$ cat config.mk
export PLATFORM = sky130hd
export DESIGN_NAME = serial_mag_comparator
export DESIGN_NICKNAME = d
export VERILOG_FILES = /design/src/rtl/serial_cmp_pkg.sv /design/src/rtl/bit_cmp_step.sv /design/src/rtl/serial_mag_comparator.sv
export SDC_FILE = /design/constraint.sdc
export NUM_CORES = 1
export LEC_CHECK = 0
export CAP_MARGIN = 0
export CORE_UTILIZATION = 43
export CTS_CLUSTER_DIAMETER = 120
export DETAILED_ROUTE_END_ITERATION = 16
export HOLD_SLACK_MARGIN = 0.05
export PLACE_DENSITY_LB_ADDON = 0.08
export SLEW_MARGIN = 40
export SYNTH_ARGS = -nofsm -noshare
export SYNTH_HDL_FRONTEND = slang
export SYNTH_SLANG_ARGS = --single-unit
export TNS_END_PERCENT = 50
$ cat constraint.sdc
create_clock -name clk -period 2.65 [get_ports clk]
set_input_delay 0.6625 -clock clk [delete_from_list [all_inputs] [get_ports clk]]
set_output_delay 0.6625 -clock clk [all_outputs]
set_load 0.1 [all_outputs]
$ cat src/rtl/serial_cmp_pkg.sv
// Shared types and defaults for the serial magnitude comparator.
package serial_cmp_pkg;

    // Operand length used when the parent does not override WIDTH.
    localparam int DEFAULT_WIDTH = 8;

    // Controller states: waiting for start, consuming bits, presenting a result.
    typedef enum logic [1:0] {
        ST_IDLE = 2'd0,
        ST_RUN  = 2'd1,
        ST_DONE = 2'd2
    } state_t;

endpackage : serial_cmp_pkg

$ cat src/rtl/bit_cmp_step.sv
// One MSB-first comparison step: folds the current bit pair into the
// running (decided, gt_f) flags. Once a difference has been seen, the
// later, less significant bits can no longer change the outcome.
module bit_cmp_step (
    input  logic a_bit_i,
    input  logic b_bit_i,
    input  logic decided_i,
    input  logic gt_f_i,
    output logic decided_o,
    output logic gt_f_o
);

    logic differ;

    assign differ = a_bit_i ^ b_bit_i;

    // The first differing bit decides; A wins exactly when its bit is the 1.
    always_comb begin
        decided_o = decided_i;
        gt_f_o    = gt_f_i;
        if (!decided_i && differ) begin
            decided_o = 1'b1;
            gt_f_o    = a_bit_i;
        end
    end

endmodule : bit_cmp_step

$ cat src/rtl/serial_mag_comparator.sv
// Bit-serial unsigned magnitude comparator. Operands arrive MSB first, one
// bit pair per cycle with bit_valid high; after WIDTH valid bits the result
// is registered on eq/gt/lt and flagged by a one-cycle done pulse. The
// result stays on the outputs until the next comparison completes.
module serial_mag_comparator
    import serial_cmp_pkg::*;
#(
    parameter int WIDTH = DEFAULT_WIDTH
) (
    input  logic clk,
    input  logic rst,
    input  logic start,
    input  logic bit_valid,
    input  logic a_bit,
    input  logic b_bit,
    output logic busy,
    output logic done,
    output logic eq,
    output logic gt,
    output logic lt
);

    // Counter holds 0..WIDTH-1 only; it is never advanced past the last index.
    localparam int               CNT_W    = (WIDTH > 1) ? $clog2(WIDTH) : 1;
    localparam logic [CNT_W-1:0] LAST_IDX = CNT_W'(WIDTH - 1);

    state_t           state_q;
    logic [CNT_W-1:0] cnt_q;
    logic             decided_q;
    logic             gt_f_q;
    logic             busy_q;
    logic             done_q;
    logic             eq_q;
    logic             gt_q;
    logic             lt_q;

    logic             decided_d;
    logic             gt_f_d;

    bit_cmp_step u_step (
        .a_bit_i   (a_bit),
        .b_bit_i   (b_bit),
        .decided_i (decided_q),
        .gt_f_i    (gt_f_q),
        .decided_o (decided_d),
        .gt_f_o    (gt_f_d)
    );

    // Controller: sequences IDLE/RUN/DONE and registers every output so the
    // result flags and the done pulse change on the same edge.
    always_ff @(posedge clk) begin
        if (rst) begin
            state_q   <= ST_IDLE;
            cnt_q     <= '0;
            decided_q <= 1'b0;
            gt_f_q    <= 1'b0;
            busy_q    <= 1'b0;
            done_q    <= 1'b0;
            eq_q      <= 1'b0;
            gt_q      <= 1'b0;
            lt_q      <= 1'b0;
        end else begin
            done_q <= 1'b0;
            case (state_q)
                ST_IDLE: begin
                    if (start) begin
                        state_q   <= ST_RUN;
                        cnt_q     <= '0;
                        decided_q <= 1'b0;
                        gt_f_q    <= 1'b0;
                        busy_q    <= 1'b1;
                    end
                end
                ST_RUN: begin
                    if (bit_valid) begin
                        decided_q <= decided_d;
                        gt_f_q    <= gt_f_d;
                        if (cnt_q == LAST_IDX) begin
                            // Last bit: the result uses the flags including this bit.
                            state_q <= ST_DONE;
                            cnt_q   <= '0;
                            busy_q  <= 1'b0;
                            done_q  <= 1'b1;
                            eq_q    <= ~decided_d;
                            gt_q    <= decided_d & gt_f_d;
                            lt_q    <= decided_d & ~gt_f_d;
                        end else begin
                            cnt_q <= cnt_q + 1'b1;
                        end
                    end
                end
                ST_DONE: begin
                    state_q <= ST_IDLE;
                end
                default: begin
                    state_q <= ST_IDLE;
                    busy_q  <= 1'b0;
                end
            endcase
        end
    end

    assign busy = busy_q;
    assign done = done_q;
    assign eq   = eq_q;
    assign gt   = gt_q;
    assign lt   = lt_q;

endmodule : serial_mag_comparator

==> impl_metrics.ini, run 1 <==
[routing]
dr.pass1.iters = 4
vias = 488
drt-vias-per-instance = 5.483
drc = 0
wl_per_cell_um = 12.42
detail_route.wirelength_um = 1105
postRouteAntennaNets = 0
drt_iter0_markers = 6

[grt]
antenna_found_initial = 0
grt_max_degree = 13
grt_pass1_vias = 445
grt_usage_pct = 18.20
grt_pass1_wl_um = 1842
overflow = 0

[worst_setup_path]
crit_chain = clkdlybuf4s50_1 -> nand4b_4 -> or3_1 -> a21oi_2
crit_type = in2reg
slowest_delay_ns = 0.65
setup.worst_path.end_class = flip-flop
crit_slowest_cell = clkdlybuf4s50_1
worstPathMaxFanout = 8
cp-start-kind = input pin
r2r_cells = 5
r2r-start = cnt_q[0]$_SDFFE_PP0P_
required_ns = 2.85
crit_arrival_ns = 2.03
startpoint = bit_valid

[timing]
fin_crit_ns = 1.829
slew_headroom_pct = 69.14
max_freq_mhz = 546.7
skew_ns = 0.005907
drv_slew = 0
setup_viol = 0
finalCritPeriodShare_pct = 69.03
final.setup.tns_ns = 0
grt_setup_unrepaired = no
tightest_slew_ns = 0.4615
hold_violations = 0

[cells_and_area]
fin_nets = 85
regArea_um2 = 240.2
mostFrequentLayoutCell = dfxtp_1
antenna_cells = 0
layout-drive-gt1-share_pct = 16.00
nFillCells = 108
area_growth_pct = 19.44
multi_input_area_um2 = 327.8
layout_common_cells = dfxtp_1 (12), o21ai_0 (6), nand2_1 (6), a21oi_1 (6)

[floorplanning]
row_count = 12
start_util_pct = 49.37
die-width_um = 38.90
ioPinCount = 11
core-area_um2 = 1186
die_area_um2 = 1513
dieHeight_um = 38.90

[logic_synthesis]
syn-cell-area_um2 = 585.6
yosysUniqueCellTypes = 27
ys_seq_area_share_pct = 41.03
ys_warn_count = 0
syn_inst = 65
syn_nets = 73
synth_area_per_cell_um2 = 9.009
ys_ff_latch = 12

[hold_path]
hp-start = eq$_SDFFE_PP0P_
hold_class = reg2reg
holdPathStages = 2

[clocking]
cts_sinks = 12
cts_root_buffer = clkbuf_4
post_cts_buffers = 0
holdBufCountCts = 0
clock_path_buffers = 2
cts_tree = done
cts_htree_levels = 1
cts_made_buffers = 3
cts_resized = 0
clk_latency_ns = 0.27
clk_pin_slew_ns = 0.07

[pwr]
power.density_nw_per_um2 = 498.0
peakVddDrop_mv = 0.2621
p_leak_nw = 0.2809
p_total_w = 0.0003483

[status]
status = complete, no violations

[place]
dp_hpwl_um = 777.8
port-buffer-count = 10
gp_congestion = 0.7211

[run]
max_cap_violations = 0
==> cells by family after synthesis <==
family / Yosys count / synth area share [%]
AND/OR/NAND/NOR: 27 / 29.70
AO/OA/AOI/OAI: 17 / 16.88
flip-flops: 12 / 41.03
buffers and inverters: 4 / 2.990
multiplexers: 2 / 3.632
adder cells (fa/ha/maj): 2 / 4.273
XOR/XNOR: 1 / 1.496
==> cells in the mapped netlist <==
library cell	n	area (um^2)
nand4b_4	1	23.77
o21ai_0	6	30.03
mux2_2	1	11.26
a21oi_2	1	8.760
nor3b_1	3	22.52
buf_2	2	10.01
a21oi_1	6	30.03
nand2b_1	2	12.51
o311ai_0	1	8.760
nor2_1	2	7.510
nor3_1	4	20.02
and3b_1	1	8.760
a21boi_0	1	7.510
nor2b_1	4	25.02
nand4_1	1	6.260
mux2i_1	1	10.01
xor2_1	1	8.760
or3_1	1	6.260
nand2_1	6	22.52
dfxtp_1	12	240.2
clkbuf_1	1	3.750
and3b_2	1	10.01
nand4b_1	1	8.760
a211oi_1	1	7.510
inv_1	1	3.750
ha_1	2	25.02
a31oi_1	1	6.260
==> where the power goes <==
part,switching [W],internal (W)
Sequential,0.00000707,0.000185
Combinational,0.0000283,0.0000206
Clock,0.0000548,0.0000525
==> registers in the layout, summed over array words and instances (netlist names) <==
register / flops
busy: 1
cnt_q: 3
decided_q: 1
done: 1
eq: 1
gt: 1
gt_f_q: 1
lt: 1
state_q: 2
==> final cells by class <==
cell class / count / share of cell area, %
multi-input cells: 49 / 46.87
flip-flops and latches: 12 / 34.35
repair buffers: 10 / 12.52
clock buffers: 3 / 3.220
well taps: 14 / 2.504
inverters: 1 / 0.5367
==> per-layer routing <==
| metal | routed length (um) | GRT usage, % |
|---|---|---|
| met5 | 0 | 0 |
| met4 | 0 | 7.759 |
| met3 | 62 | 6.936 |
| met2 | 496 | 27.08 |
| met1 | 546 | 23.08 |
==> metrics by stage <==
| step | cell area (um^2) | cells | setup WS (ns) | hold WS [ns] | util [%] |
|---|---|---|---|---|---|
| after detailed placement | 676.9 | 86 | 0.5365 | 0.4637 | 57.07 |
| after global placement | 676.9 | 86 | 0.5864 | 0.4510 | 57.07 |
| final | 699.4 | 89 | 0.8208 | 0.4655 | 58.97 |
| after global routing | 699.4 | 89 | 0.7520 | 0.4970 | 58.97 |
| after floorplan | 585.6 | 65 | 1.052 | 0.4533 | - |
| after CTS | 699.4 | 89 | 0.8142 | 0.4735 | 58.97 |
==> worst max-delay path, delay by kind of cell <==
family	cells	cell delay, ns
AO/OA/AOI/OAI	1	0.13
buffers and inverters	1	0.65
AND/OR/NAND/NOR	2	0.58
==> worst paths after layout <==
| kind | endpoint | slack [ns] |
|---|---|---|
| max | eq$_SDFFE_PP0P_ | 0.82 |
| min | eq$_SDFFE_PP0P_ | 0.47 |
| max reg2reg | eq$_SDFFE_PP0P_ | 1.07 |
| min reg2reg | eq$_SDFFE_PP0P_ | 0.47 |
Power figures use the tool's default switching activity.
==> run 2: changes to the inputs <==
clock period = 1.8 ns   (was 2.65 ns; I/O delays follow)
==> run 2 against run 1 <==
  * First-iteration DRC count is 33% lower
  * Clock power is 100% higher
  * Largest power group unchanged
  * Hold slack better by 0.021 ns
  * Register-to-register slack worse by 0.80 ns
  * Critical path type is now reg2reg
  * Power is 67% higher
  * Sequential power is 48% higher
  * Highest routed layer is now met4
==> impl_metrics.ini, run 2 (synthesized netlist as in run 1, its figures left out) <==
[status]
status = complete, no violations

[pwr]
peakVddDrop_mv = 0.4886
power.density_nw_per_um2 = 733.5
p_total_w = 0.0005800
p_leak_nw = 0.3117

[floorplanning]
die-width_um = 38.90
ioPinCount = 11
die_area_um2 = 1513
start_util_pct = 49.37
core-area_um2 = 1186
dieHeight_um = 38.90
row_count = 12

[routing]
detail_route.wirelength_um = 1126
drc = 0
postRouteAntennaNets = 0
drt-vias-per-instance = 5.359
vias = 493
dr.pass1.iters = 2
drt_iter0_markers = 4
wl_per_cell_um = 12.24

[clocking]
cts_tree = done
cts_resized = 0
cts_root_buffer = clkbuf_4
clk_latency_ns = 0.28
holdBufCountCts = 0
cts_sinks = 12
clock_path_buffers = 2
cts_htree_levels = 1
cts_made_buffers = 3
post_cts_buffers = 0
clk_pin_slew_ns = 0.08

[worst_setup_path]
r2r-end = eq$_SDFFE_PP0P_
critical_path.most_common_cell = ha_1
r2r-start = cnt_q[0]$_SDFFE_PP0P_
crit_chain = ha_1 -> ha_1 -> nand4b_4 -> or3_1 -> a21oi_2
cp-start-kind = flip-flop
required_ns = 2.01
crit_arrival_ns = 1.74
worstPathMaxFanout = 6
crit_buf_inv = 0
crit_slowest_cell = or3_1
crit_type = reg2reg
slowest_delay_ns = 0.40
r2r_slack_ns = 0.27
setup.worst_path.end_class = flip-flop
r2r_cells = 5
crit_family = simple AND/OR/NAND/NOR gates

[timing]
fin_crit_ns = 1.531
final.setup.tns_ns = 0
skew_ns = 0.003273
setup_viol = 0
grt_setup_unrepaired = no
slew_headroom_pct = 70.63
drv_slew = 0
max_freq_mhz = 653.2
finalCritPeriodShare_pct = 85.05
hold_violations = 0
tightest_slew_ns = 0.4392
setup_slack_ns = 0.2690

[hold_path]
whs_endpoint = cnt_q[1]$_SDFFE_PP0P_
holdPathStages = 2
hp-start = cnt_q[1]$_SDFFE_PP0P_
hold_class = reg2reg

[cells_and_area]
area_growth_pct = 35.04
reg.largest.list = cnt_q x3, state_q x2
layout-drive-gt1-share_pct = 19.23
mostFrequentLayoutCell = dfxtp_1
utilization_pct = 66.67
largest-register = cnt_q
fin_nets = 87
largest_reg_flops = 3
layout_common_cells = dfxtp_1 (12), o21ai_0 (6), nand2_1 (6), a21oi_1 (6)
stdcell_count = 92
antenna_cells = 0

[grt]
grt_max_degree = 13
grt_pass1_wl_um = 1856
grt_usage_pct = 18.92
antenna_found_initial = 0
grt_pass1_vias = 426
overflow = 0

[run]
max_cap_violations = 0

[place]
gp_congestion = 0.8270
port-buffer-count = 10
dp_hpwl_um = 872.9
dpl_worst_slack_ns = 0.05430
dp.cells = 88
run 2: cell type report:
class                      instances  area [um^2]
fill                              95        395.4
multi-input combinational         49        327.8
sequential                        12        240.2
timing repair buffer              12        165.2
clock buffer                       4        36.28
tap                               14        17.52
inverter                           1        3.754
run 2: tightest hold or removal path, cell delays in order (launching register included):
cell     delay [ns]
dfxtp_1        0.32
o21ai_0        0.07
a21oi_1        0.06
run 2: worst max-delay path by stage:
stage	start	depth (start not counted)	end	slack [ns]
final	cnt_q[0]$_SDFFE_PP0P_	5	eq$_SDFFE_PP0P_	0.27
after CTS	cnt_q[0]$_SDFFE_PP0P_	5	eq$_SDFFE_PP0P_	0.28
after global routing	cnt_q[0]$_SDFFE_PP0P_	5	eq$_SDFFE_PP0P_	0.16
after global placement	bit_valid	4	eq$_SDFFE_PP0P_	0.07
after detailed placement	bit_valid	5	gt_f_q$_SDFFE_PP0P_	0.05
after floorplan	busy$_SDFFE_PP0P_	3	busy$_SDFFE_PP0P_	0.38
run 2: through the flow:
stage | hold slack, ns | cell area, um^2
6_report | 0.4870 | 790.8
5_1_grt | 0.5316 | 790.8
4_1_cts | 0.4917 | 790.8
3_5_place_dp | 0.4826 | 754.5
3_3_place_gp | 0.4674 | 754.5
2_1_floorplan | 0.4533 | 585.6
run 2: power by group:
part | internal (W) | total [W] | switching, W
clock network | 0.000123 | 0.000217 | 0.0000939
registers | 0.000272 | 0.000284 | 0.0000115
logic | 0.0000372 | 0.0000792 | 0.0000419
run 2: metal layers:
| metal | routed length, um | GRT usage (%) | vias up | share of wire (%) |
|---|---|---|---|---|
| met5 | 0 | 0 | - | 0 |
| met4 | 19 | 7.759 | 0 | 1.7 |
| met3 | 43 | 6.936 | 3 | 3.8 |
| met2 | 486 | 27.08 | 9 | 43 |
| met1 | 576 | 25.27 | 221 | 51 |
| li1 | - | - | 260 | - |
==> run 3: changes to the inputs <==
PLACE_DENSITY = 0.69   (was not set)
PLACE_DENSITY_LB_ADDON = not set   (was 0.08)
==> run 3 against run 2 <==
  * Utilization decreased by 1.2 points
  * Register-to-register slack barely moved
  * Global-route usage rose by 2.1 points
  * Via count increased by 7.1%
  * Cell area shrank 1.7%
  * Cell count is 1.1% lower
  * Flip-flop and latch count unchanged
  * Clock power decreased by 24%
  * Clock skew down 0.0027 ns
==> impl_metrics.ini, run 3 (synthesized netlist as in run 1, its figures left out) <==
[clocking]
clock_path_buffers = 2
cts_tree = done
cts_resized = 0
clk_pin_slew_ns = 0.07
post_cts_buffers = 0
cts_made_buffers = 3
cts_sinks = 12
clk_latency_ns = 0.27
cts_root_buffer = clkbuf_4
cts_htree_levels = 1
holdBufCountCts = 0

[place]
dpl_worst_slack_ns = 0.04331
port-buffer-count = 10
gp_congestion = 0.7903

[worst_setup_path]
worstPathMaxFanout = 5
crit_type = reg2reg
crit_family = simple AND/OR/NAND/NOR gates
required_ns = 2.01
crit_buf_inv = 0
critical_path.most_common_cell = ha_1
crit_slowest_cell = or3_1
crit_arrival_ns = 1.73
cp-start-kind = flip-flop
crit_chain = ha_1 -> ha_1 -> nand4b_4 -> or3_1 -> a21oi_2
setup.worst_path.end_class = flip-flop
r2r_slack_ns = 0.27
slowest_delay_ns = 0.39

[cells_and_area]
largest_reg_flops = 3
area_growth_pct = 32.69
mostFrequentLayoutCell = dfxtp_1
antenna_cells = 0
layout_common_cells = dfxtp_1 (12), o21ai_0 (6), nand2_1 (6), a21oi_1 (6)
fin_nets = 87
reg.largest.list = cnt_q x3, state_q x2
largest-register = cnt_q
layout-drive-gt1-share_pct = 18.18

[status]
status = complete, no violations

[routing]
drt-vias-per-instance = 5.802
drt_iter0_markers = 18
drc = 0
vias = 528
detail_route.wirelength_um = 1202
postRouteAntennaNets = 0
dr.pass1.iters = 4
wl_per_cell_um = 13.21

[grt]
grt_usage_pct = 21.01
grt_max_degree = 13
use_met2_pct = 34.58
grt_pass1_wl_um = 2063
grtUsageMet1_pct = 22.89
grt_pass1_vias = 495
gr-max-usage-layer = met2
antenna_found_initial = 0
met3_usage_pct = 5.202
overflow = 0

[timing]
finalCritPeriodShare_pct = 84.73
max_freq_mhz = 655.7
slew_headroom_pct = 67.72
grt_setup_unrepaired = no
skew_ns = 0.0006136
setup_viol = 0
final.setup.tns_ns = 0
hold_violations = 0
fin_crit_ns = 1.525
setup_slack_ns = 0.2749
tightest_slew_ns = 0.4827
drv_slew = 0

[pwr]
peakVddDrop_mv = 0.4355
p_total_w = 0.0005289
p_leak_nw = 0.3045
power.density_nw_per_um2 = 680.7

[floorplanning]
start_util_pct = 49.37
ioPinCount = 11
die_area_um2 = 1513
dieHeight_um = 38.90
core-area_um2 = 1186
die-width_um = 38.90
row_count = 12

[hold_path]
hold_class = reg2reg

[run]
max_cap_violations = 0
run 3: cell types whose count changed in the layout (fill, tap and decap cells not counted):
| cell | previous run | this run |
|---|---|---|
| clkbuf_8 | 1 | 0 |
run 3: per-stage QoR:
stage / area [um^2] / utilization (%) / hold WS (ns) / std cells
floorplan: 585.6 / - / 0.4533 / 65
global placement: 754.5 / 63.61 / 0.4675 / 88
detailed placement: 754.5 / 63.61 / 0.4730 / 88
CTS: 777.0 / 65.51 / 0.4869 / 91
global route: 777.0 / 65.51 / 0.5053 / 91
finish: 777.0 / 65.51 / 0.4881 / 91
run 3: final timing paths:
kind                          from                    end  cells past startpoint
max reg2reg  cnt_q[0]$_SDFFE_PP0P_        eq$_SDFFE_PP0P_                      5
max          cnt_q[0]$_SDFFE_PP0P_        eq$_SDFFE_PP0P_                      5
min reg2reg  cnt_q[1]$_SDFFE_PP0P_  cnt_q[1]$_SDFFE_PP0P_                      2
min          cnt_q[1]$_SDFFE_PP0P_  cnt_q[1]$_SDFFE_PP0P_                      2
run 3: layout make-up:
| class | instances | area, um^2 |
|---|---|---|
| tap | 14 | 17.52 |
| inverter | 1 | 3.754 |
| clock buffer | 3 | 22.52 |
| fill | 93 | 409.1 |
| multi-input combinational | 49 | 327.8 |
| sequential | 12 | 240.2 |
| timing repair buffer | 12 | 165.2 |
run 3: report_power, final:
part            total, W  leakage (nW)  internal (W)  switching (W)
clock network   0.000165        0.0138     0.0000776      0.0000871
logic          0.0000803         0.193     0.0000373      0.0000430
registers       0.000284        0.0975      0.000272      0.0000115
total           0.000529         0.305      0.000387       0.000142
run 3: metal layers:
metal | up-vias | share of wire [%]
li1 | 261 | -
met1 | 245 | 45
met2 | 17 | 46
met3 | 5 | 6.0
met4 | 0 | 2.7
met5 | - | 0
run 3: worst min-delay path, stage by stage, from the launching register on:
cell	delay (ns)
dfxtp_1	0.31
o21ai_0	0.07
a21oi_1	0.06
